$ cat src/rtl/quad_encoder_gen_if.sv
// Command channel of the quadrature generator: one motion command per
// valid/ready handshake, plus an abort line for the running command.
interface quad_encoder_gen_if #(
  parameter int STEPBITS   = 16,
  parameter int PERIODBITS = 16
);
  logic                  cmd_valid;
  logic                  cmd_ready;
  logic                  cmd_dir;
  logic [STEPBITS-1:0]   cmd_steps;
  logic [PERIODBITS-1:0] cmd_period;
  logic                  abort;

  modport master (
    output cmd_valid, cmd_dir, cmd_steps, cmd_period, abort,
    input  cmd_ready
  );

  modport slave (
    input  cmd_valid, cmd_dir, cmd_steps, cmd_period, abort,
    output cmd_ready
  );
endinterface

$ cat src/rtl/quad_encoder_gen.sv
// Quadrature A/B generator: emits a commanded number of Gray-coded edges at a
// fixed clocks-per-state rate and tracks the position a decoder would report.
module quad_encoder_gen #(
  parameter int COUNTBITS  = 24,
  parameter int STEPBITS   = 16,
  parameter int PERIODBITS = 16
) (
  input  logic                 CLOCK_50,
  input  logic                 rst_n,
  quad_encoder_gen_if.slave    cmd,
  output logic                 A,
  output logic                 B,
  output logic                 busy,
  output logic                 done,
  output logic [COUNTBITS-1:0] pos_out
);

  localparam logic [0:0] ST_IDLE = 1'b0;
  localparam logic [0:0] ST_RUN  = 1'b1;

  logic [0:0]            state_reg, state_next;
  logic                  dir_reg, dir_next;
  logic [STEPBITS-1:0]   remaining_reg, remaining_next;
  logic [PERIODBITS-1:0] period_reg, period_next;
  logic [PERIODBITS-1:0] timer_reg, timer_next;
  logic [1:0]            phase_reg, phase_next;
  logic [COUNTBITS-1:0]  pos_reg, pos_next;
  logic                  done_reg, done_next;
  logic [PERIODBITS-1:0] period_eff;

  // Periods below 2 would let a 2-flop synchronised decoder miss a state.
  assign period_eff = (cmd.cmd_period < PERIODBITS'(2)) ? PERIODBITS'(2) : cmd.cmd_period;

  // {A,B} walks 00->10->11->01 forward; reverse is the inverse walk.
  function automatic logic [1:0] step_phase(input logic [1:0] ph, input logic fwd);
    logic [1:0] r;
    case (ph)
      2'b00:   r = fwd ? 2'b10 : 2'b01;
      2'b10:   r = fwd ? 2'b11 : 2'b00;
      2'b11:   r = fwd ? 2'b01 : 2'b10;
      default: r = fwd ? 2'b00 : 2'b11;
    endcase
    return r;
  endfunction

  always_comb begin
    state_next     = state_reg;
    dir_next       = dir_reg;
    remaining_next = remaining_reg;
    period_next    = period_reg;
    timer_next     = timer_reg;
    phase_next     = phase_reg;
    pos_next       = pos_reg;
    done_next      = 1'b0;

    case (state_reg)
      ST_IDLE: begin
        if (cmd.cmd_valid) begin
          dir_next       = cmd.cmd_dir;
          remaining_next = cmd.cmd_steps;
          period_next    = period_eff;
          timer_next     = period_eff - PERIODBITS'(1);
          if (cmd.cmd_steps == '0) begin
            done_next = 1'b1;
          end else begin
            state_next = ST_RUN;
          end
        end
      end
      default: begin
        // Abort takes priority over an edge that is due this same cycle.
        if (cmd.abort) begin
          state_next     = ST_IDLE;
          done_next      = 1'b1;
          timer_next     = '0;
          remaining_next = '0;
        end else if (timer_reg == '0) begin
          phase_next     = step_phase(phase_reg, dir_reg);
          pos_next       = dir_reg ? pos_reg + COUNTBITS'(1) : pos_reg - COUNTBITS'(1);
          remaining_next = remaining_reg - STEPBITS'(1);
          timer_next     = period_reg - PERIODBITS'(1);
          if (remaining_reg == STEPBITS'(1)) begin
            state_next = ST_IDLE;
            done_next  = 1'b1;
          end
        end else begin
          timer_next = timer_reg - PERIODBITS'(1);
        end
      end
    endcase
  end

  always_ff @(posedge CLOCK_50 or negedge rst_n) begin
    if (!rst_n) begin
      state_reg     <= ST_IDLE;
      dir_reg       <= 1'b0;
      remaining_reg <= '0;
      period_reg    <= '0;
      timer_reg     <= '0;
      phase_reg     <= 2'b00;
      pos_reg       <= '0;
      done_reg      <= 1'b0;
    end else begin
      state_reg     <= state_next;
      dir_reg       <= dir_next;
      remaining_reg <= remaining_next;
      period_reg    <= period_next;
      timer_reg     <= timer_next;
      phase_reg     <= phase_next;
      pos_reg       <= pos_next;
      done_reg      <= done_next;
    end
  end

  assign cmd.cmd_ready = (state_reg == ST_IDLE);
  assign busy          = (state_reg == ST_RUN);
  assign A             = phase_reg[1];
  assign B             = phase_reg[0];
  assign pos_out       = pos_reg;
  assign done          = done_reg;

endmodule
$ cat src/flat_wrapper.sv
// flat-port wrapper written by rule: the top's interface ports become plain ports
module quad_encoder_gen_flat 
#(
  parameter int COUNTBITS  = 24,
  parameter int STEPBITS   = 16,
  parameter int PERIODBITS = 16
)
  (CLOCK_50, rst_n, A, B, busy, done, pos_out, cmd_cmd_valid, cmd_cmd_dir, cmd_cmd_steps, cmd_cmd_period, cmd_abort, cmd_cmd_ready);
  quad_encoder_gen_if #(.STEPBITS(STEPBITS), .PERIODBITS(PERIODBITS)) cmd_i ();
  input  logic CLOCK_50;
  input  logic rst_n;
  output logic A;
  output logic B;
  output logic busy;
  output logic done;
  output logic [COUNTBITS-1:0] pos_out;
  input wire logic [$bits(cmd_i.cmd_valid)-1:0] cmd_cmd_valid;
  input wire logic [$bits(cmd_i.cmd_dir)-1:0] cmd_cmd_dir;
  input wire logic [$bits(cmd_i.cmd_steps)-1:0] cmd_cmd_steps;
  input wire logic [$bits(cmd_i.cmd_period)-1:0] cmd_cmd_period;
  input wire logic [$bits(cmd_i.abort)-1:0] cmd_abort;
  output wire logic [$bits(cmd_i.cmd_ready)-1:0] cmd_cmd_ready;
  assign cmd_i.cmd_valid = cmd_cmd_valid;
  assign cmd_i.cmd_dir = cmd_cmd_dir;
  assign cmd_i.cmd_steps = cmd_cmd_steps;
  assign cmd_i.cmd_period = cmd_cmd_period;
  assign cmd_i.abort = cmd_abort;
  assign cmd_cmd_ready = cmd_i.cmd_ready;
  quad_encoder_gen #(.COUNTBITS(COUNTBITS), .STEPBITS(STEPBITS), .PERIODBITS(PERIODBITS)) u_core (.CLOCK_50(CLOCK_50), .rst_n(rst_n), .cmd(cmd_i), .A(A), .B(B), .busy(busy), .done(done), .pos_out(pos_out));
endmodule
$ cat config.mk
export PLATFORM = sky130hd
export DESIGN_NAME = quad_encoder_gen_flat
export DESIGN_NICKNAME = d
export VERILOG_FILES = /design/src/rtl/quad_encoder_gen_if.sv /design/src/rtl/quad_encoder_gen.sv /design/src/flat_wrapper.sv
export SDC_FILE = /design/constraint.sdc
export NUM_CORES = 1
export LEC_CHECK = 0
export CORE_UTILIZATION = 57
export CTS_CLUSTER_DIAMETER = 120
export DETAILED_ROUTE_END_ITERATION = 8
export GPL_ROUTABILITY_DRIVEN = 1
export PLACE_DENSITY_LB_ADDON = 0.05
export SYNTH_ARGS = -nofsm -noshare
export SYNTH_HDL_FRONTEND = slang
export SYNTH_SLANG_ARGS = --single-unit
export TNS_END_PERCENT = 100
$ cat constraint.sdc
create_clock -name CLOCK_50 -period 3.9 [get_ports CLOCK_50]
set_input_delay 0.78 -clock CLOCK_50 [delete_from_list [all_inputs] [get_ports CLOCK_50]]
set_output_delay 0.78 -clock CLOCK_50 [all_outputs]
set_load 0.005 [all_outputs]
Word level (Yosys, flattened, before mapping)
Index checks and enable logic that the tools add are counted. Widths: inputs -> output; s select.

Flip-flop bits (word level): 77. Output and inout port bits: 29. Logic and storage cells: 55.

Add/subtract/negate cells: 6. Order comparisons: 1. Equality and inequality tests: 4. Mux-type cells: 27. Bitwise gates (word level): 2. Reductions and logical operators: 7.

Operator list (count): $mux 16 (9); $sub 16x1->16 const B (4); $logic_not 16->1 (2); $add 24x1->24 const B (1); $mux 24 (1); $sub 24x1->24 const B (1); $eq 16x1->1 const B (1); $lt 16x2->1 const B (1); $mux 1 (12); $mux 2 (4); $pmux 2 s3 (1); $eq 2x2->1 const B (2); $reduce_and 2->1 (2); $ne 3x3->1 const B (1); $reduce_and 3->1 (1); $logic_not 2->1 (1); $not 1->1 (2); $reduce_bool 2->1 (1).

Longest topological paths before layout
Depth in word-level cells: 5. Gate-level depth with buffers: 14.

Worst setup path before layout
Ideal clock, no wire load.

Kind: input -> register. From: in cmd_cmd_period[10]. To: reg u_core.timer_reg[12]. Setup time: 0.136 ns. Data arrival time: 3.125 ns. Path slack: 0.639 ns. Stages on the path: 12. Cell sequence: or4_1 clkbuf_1 nor3_1 nand2_1 o21ai_0 ha_1 nand3_1 nor4_1 xnor2_1 nand2_1 o211ai_1 o31ai_1.

Longest elaborated chain between the ends: 5.

RTL lines: from (decl) (line flat_wrapper.sv:20) `input wire logic [$bits(cmd_i.cmd_period)-1:0] cmd_cmd_period;`; $lt 16x2->1 (line quad_encoder_gen.sv:32) `assign period_eff = (cmd.cmd_period < PERIODBITS'(2)) ? PERIODBITS'(2) : cmd.cmd_period;`; $mux 16 * (line quad_encoder_gen.sv:32); $sub 16x1->16 * (line quad_encoder_gen.sv:62) `timer_next = period_eff - PERIODBITS'(1);`; $mux 16 * (line quad_encoder_gen.sv:58) `if (cmd.cmd_valid) begin`; $mux 16 * (line quad_encoder_gen.sv:56) `case (state_reg)`; to (signal assigned) (line quad_encoder_gen.sv:108) `timer_reg <= timer_next;`; to (decl) (line quad_encoder_gen.sv:25) `logic [PERIODBITS-1:0] timer_reg, timer_next;`.

Mark *: on every way between the ends. The rest lies on a longest branch, timed or not. The select of a mux whose other input is x is not followed. A chain may end at the register's enable or synchronous reset.

Final worst setup path
From: in cmd_cmd_period[7]. To: reg u_core.timer_reg[12].

Same word-level chain as after synthesis.

==> flow_summary.ini <==
[outcome]
status = completed

[placed_design]
gp_congestion = 0.8999
place.detailed.hpwl_um = 9878
port-buffer-count = 65
placedCellCount = 794
postPlaceCellArea_mm2 = 0.006155

[timing]
clock.fmax_mhz = 284.2
worst_slew_margin_rel_pct = 33.88
worst_hold_margin_ns = 0.4920
unrepaired_setup_endpoints_after_global_routing = false
finalHoldViolCount = 0
timing.setup.tns_ns = 0
final.min_clock_period_ns = 3.519
maxSlewViolCount = 0
setup_viol_count_final = 0
period_share_pct = 90.22
tightest_slew_ns = 0.9918
timing.clock.skew_ns = 0.01937

[die]
start_util_pct = 58.34
die_x_um = 99.02
die_height_um = 99.02
coreArea_mm2 = 0.009196
design.portCount = 66
die-area_mm2 = 0.009805
core.rowCount = 35

[clock_network]
cts-resized-gates = 0
cts_num_sinks = 77
cts_max_level = 3
holdBufCountCts = 0
cts.clk_slew.worst_paths_ns = 0.08
cts.path.max_buffers = 2
post_cts.repair.setup_buffers = 0
cts_inserted_buffers = 9
clock_tree_from_tritoncts = done
cts_root_buf = sky130_fd_sc_hd__clkbuf_8
clock_latency_ns = 0.35

[cells_and_area]
fin_cells = 809
largest_register_ffs = 24
design.final.nets = 758
post_route_cells_drive_above_1_share_pct = 7.593
final_core_util_pct = 69.40
antenna_cells_inserted = 0
finish.instance_area_mm2 = 0.006382
area_growth_pct = 18.96

[synth]
yosys-top-cells-area = sky130_fd_sc_hd__dfrtp_1 (36%), sky130_fd_sc_hd__o21ai_0 (7.5%), sky130_fd_sc_hd__ha_1 (6.1%)
synth.cell_area_mm2 = 0.005365
mappedNetlistNets = 694
yosysTopAreaCellShare_pct = 35.91
distinct_cell_type_count_of_the_synthesized_netlist = 58
netlist.top_cell.by_area = sky130_fd_sc_hd__dfrtp_1
synth_commonest_cells = sky130_fd_sc_hd__o21ai_0 (80), sky130_fd_sc_hd__dfrtp_1 (77), sky130_fd_sc_hd__nand2_1 (60), sky130_fd_sc_hd__a21oi_1 (53), sky130_fd_sc_hd__nor2_1 (50)
synth-edff-count = 0
yosys.cell_count.top_type = sky130_fd_sc_hd__o21ai_0
yosys_synthesis_warning_count = 0
synth_async_sr_flop_share_pct = 100.0
synthCells = 630
yosys_most_used_dff = sky130_fd_sc_hd__dfrtp_1
synth.ff_latch_count = 77
synthesis.area_per_instance_um2 = 8.516
synth-seq-area-share_pct = 35.91

[grt]
grt.total_usage_pct = 29.79
globalRouteOverflowTotal = 0
pin_count_of_the_biggest_net_entering_global_routing = 78
first_global_vias = 4990
initial_antenna_violation_count = 0
grt_first_pass_wirelength_um = 23590

[setup_path]
timing.reg2reg.setup_slack_ns = 0.72
critPathMaxFanout = 5
worst-endpoint-arrival_ns = 3.74
worstPathRequired_ns = 4.12
critPathLaunchType = primary input
worst_setup_path_end_kind = flip-flop
critical_path_class = primary input to flip-flop

[hold_path]
worst_hold_path_type = flip-flop to flip-flop

[flow_run]
max-cap-violations = 0

[detailed_routing]
antenna_left = 0
first_pass_iteration_count_of_the_detailed_router = 5
routed_wire_length_per_instance_um = 17.15
detail_route.wirelength_um = 13880
count_of_vias_placed_by_the_detailed_router = 5158
detail_route.vias_per_cell = 6.376
drt_drc_violations_left = 0
number_of_drc_violations_after_detailed_routing_iteration_0 = 288

[pwr]
peakVddDrop_v = 0.0002207
power_leakage_uw = 0.002706
power.density_mw_per_mm2 = 428.5
-- routing by layer --
layer	global-route usage (%)	wire length, µm	vias to the layer above
met4	11.37	314	0
met2	49.44	6614	195
met3	3.121	790	29
li1	-	-	2478
met5	0	0	-
met1	40.27	6159	2456
-- report_power, final --
part / switching [µW] / internal, µW / total (µW)
Combinational: 509 / 394 / 903
Sequential: 174 / 936 / 1110
Clock: 301 / 420 / 721
Total: 984 / 1750 / 2730
-- through the flow --
step | power [µW] | setup slack, ns
after floorplan | 1703 | 0.6386
after global placement | 1973 | 0.1674
after detailed placement | 2008 | 0.07499
after CTS | 2733 | 0.4263
after global routing | 2904 | 0.2440
final | 2735 | 0.3815
-- critical path, stage by stage --
cell                              delay, ns
sky130_fd_sc_hd__clkdlybuf4s50_1       0.50
sky130_fd_sc_hd__or4_1                 0.55
sky130_fd_sc_hd__nor3_1                0.34
sky130_fd_sc_hd__nand2_1               0.11
sky130_fd_sc_hd__o21ai_0               0.26
sky130_fd_sc_hd__ha_1                  0.31
sky130_fd_sc_hd__nand3_1               0.19
sky130_fd_sc_hd__nor4_1                0.26
sky130_fd_sc_hd__xnor2_1               0.16
sky130_fd_sc_hd__nand2_1               0.07
sky130_fd_sc_hd__o211ai_1              0.11
sky130_fd_sc_hd__o31ai_1               0.10
-- area by class of cell --
cell class / instances / area, µm²
Clock buffer: 10 / 127.6
Inverter: 10 / 37.54
Clock inverter: 5 / 100.1
Tap cell: 111 / 138.9
Sequential cell: 77 / 1927
Timing Repair Buffer: 82 / 775.7
Fill cell: 741 / 2814
Multi-Input combinational cell: 514 / 3276
-- placed cells by master (no fill, tap or decap), drive strengths merged, types with 4 or more instances in the layout --
master,synthesis,layout
nand3,14,14
o22ai,10,10
o211ai,5,5
mux2,16,16
nand2b,4,4
a22oi,6,6
a21o,16,16
nand2,60,60
a31oi,10,10
a211oi,5,5
o31ai,12,12
nor3,14,14
ha,26,26
nor4,20,20
or3,11,11
xor2,21,21
o21a,5,5
xnor2,19,19
a21oi,53,53
o21bai,4,4
nand4,6,6
and2,4,4
o21ai,80,80
nor2,50,50
dfrtp,77,77
clkdlybuf4s50,0,64
clkbuf,25,10
inv,10,10
or4,5,5
buf,4,18
-- final timing paths --
path,start,to,cells past startpoint
worst max-delay path,cmd_cmd_period[7],u_core.timer_reg[12]$_DFFE_PN0P_,12
worst min-delay path,u_core.pos_out[23]$_DFFE_PN0P_,u_core.pos_out[23]$_DFFE_PN0P_,1
worst max register to register,u_core.timer_reg[8]$_DFFE_PN0P_,u_core.timer_reg[14]$_DFFE_PN0P_,12
worst min register to register,u_core.pos_out[23]$_DFFE_PN0P_,u_core.pos_out[23]$_DFFE_PN0P_,1
max in group asynchronous,rst_n,u_core.pos_out[9]$_DFFE_PN0P_,1
min in group asynchronous,rst_n,u_core.period_reg[7]$_DFFE_PN0P_,1
-- logic make-up (layout without fill, tap and decap cells) --
family          after synthesis  after routing  synth area share, %
fa+ha+maj                    27             27                6.437
xor+xnor                     40             40                6.530
mux                          19             19                3.918
buf+inv                      39            107                3.032
simple gates                200            200                18.33
flops                        77             77                35.91
compound gates              228            228                25.84
Power figures use the tool's default switching activity.
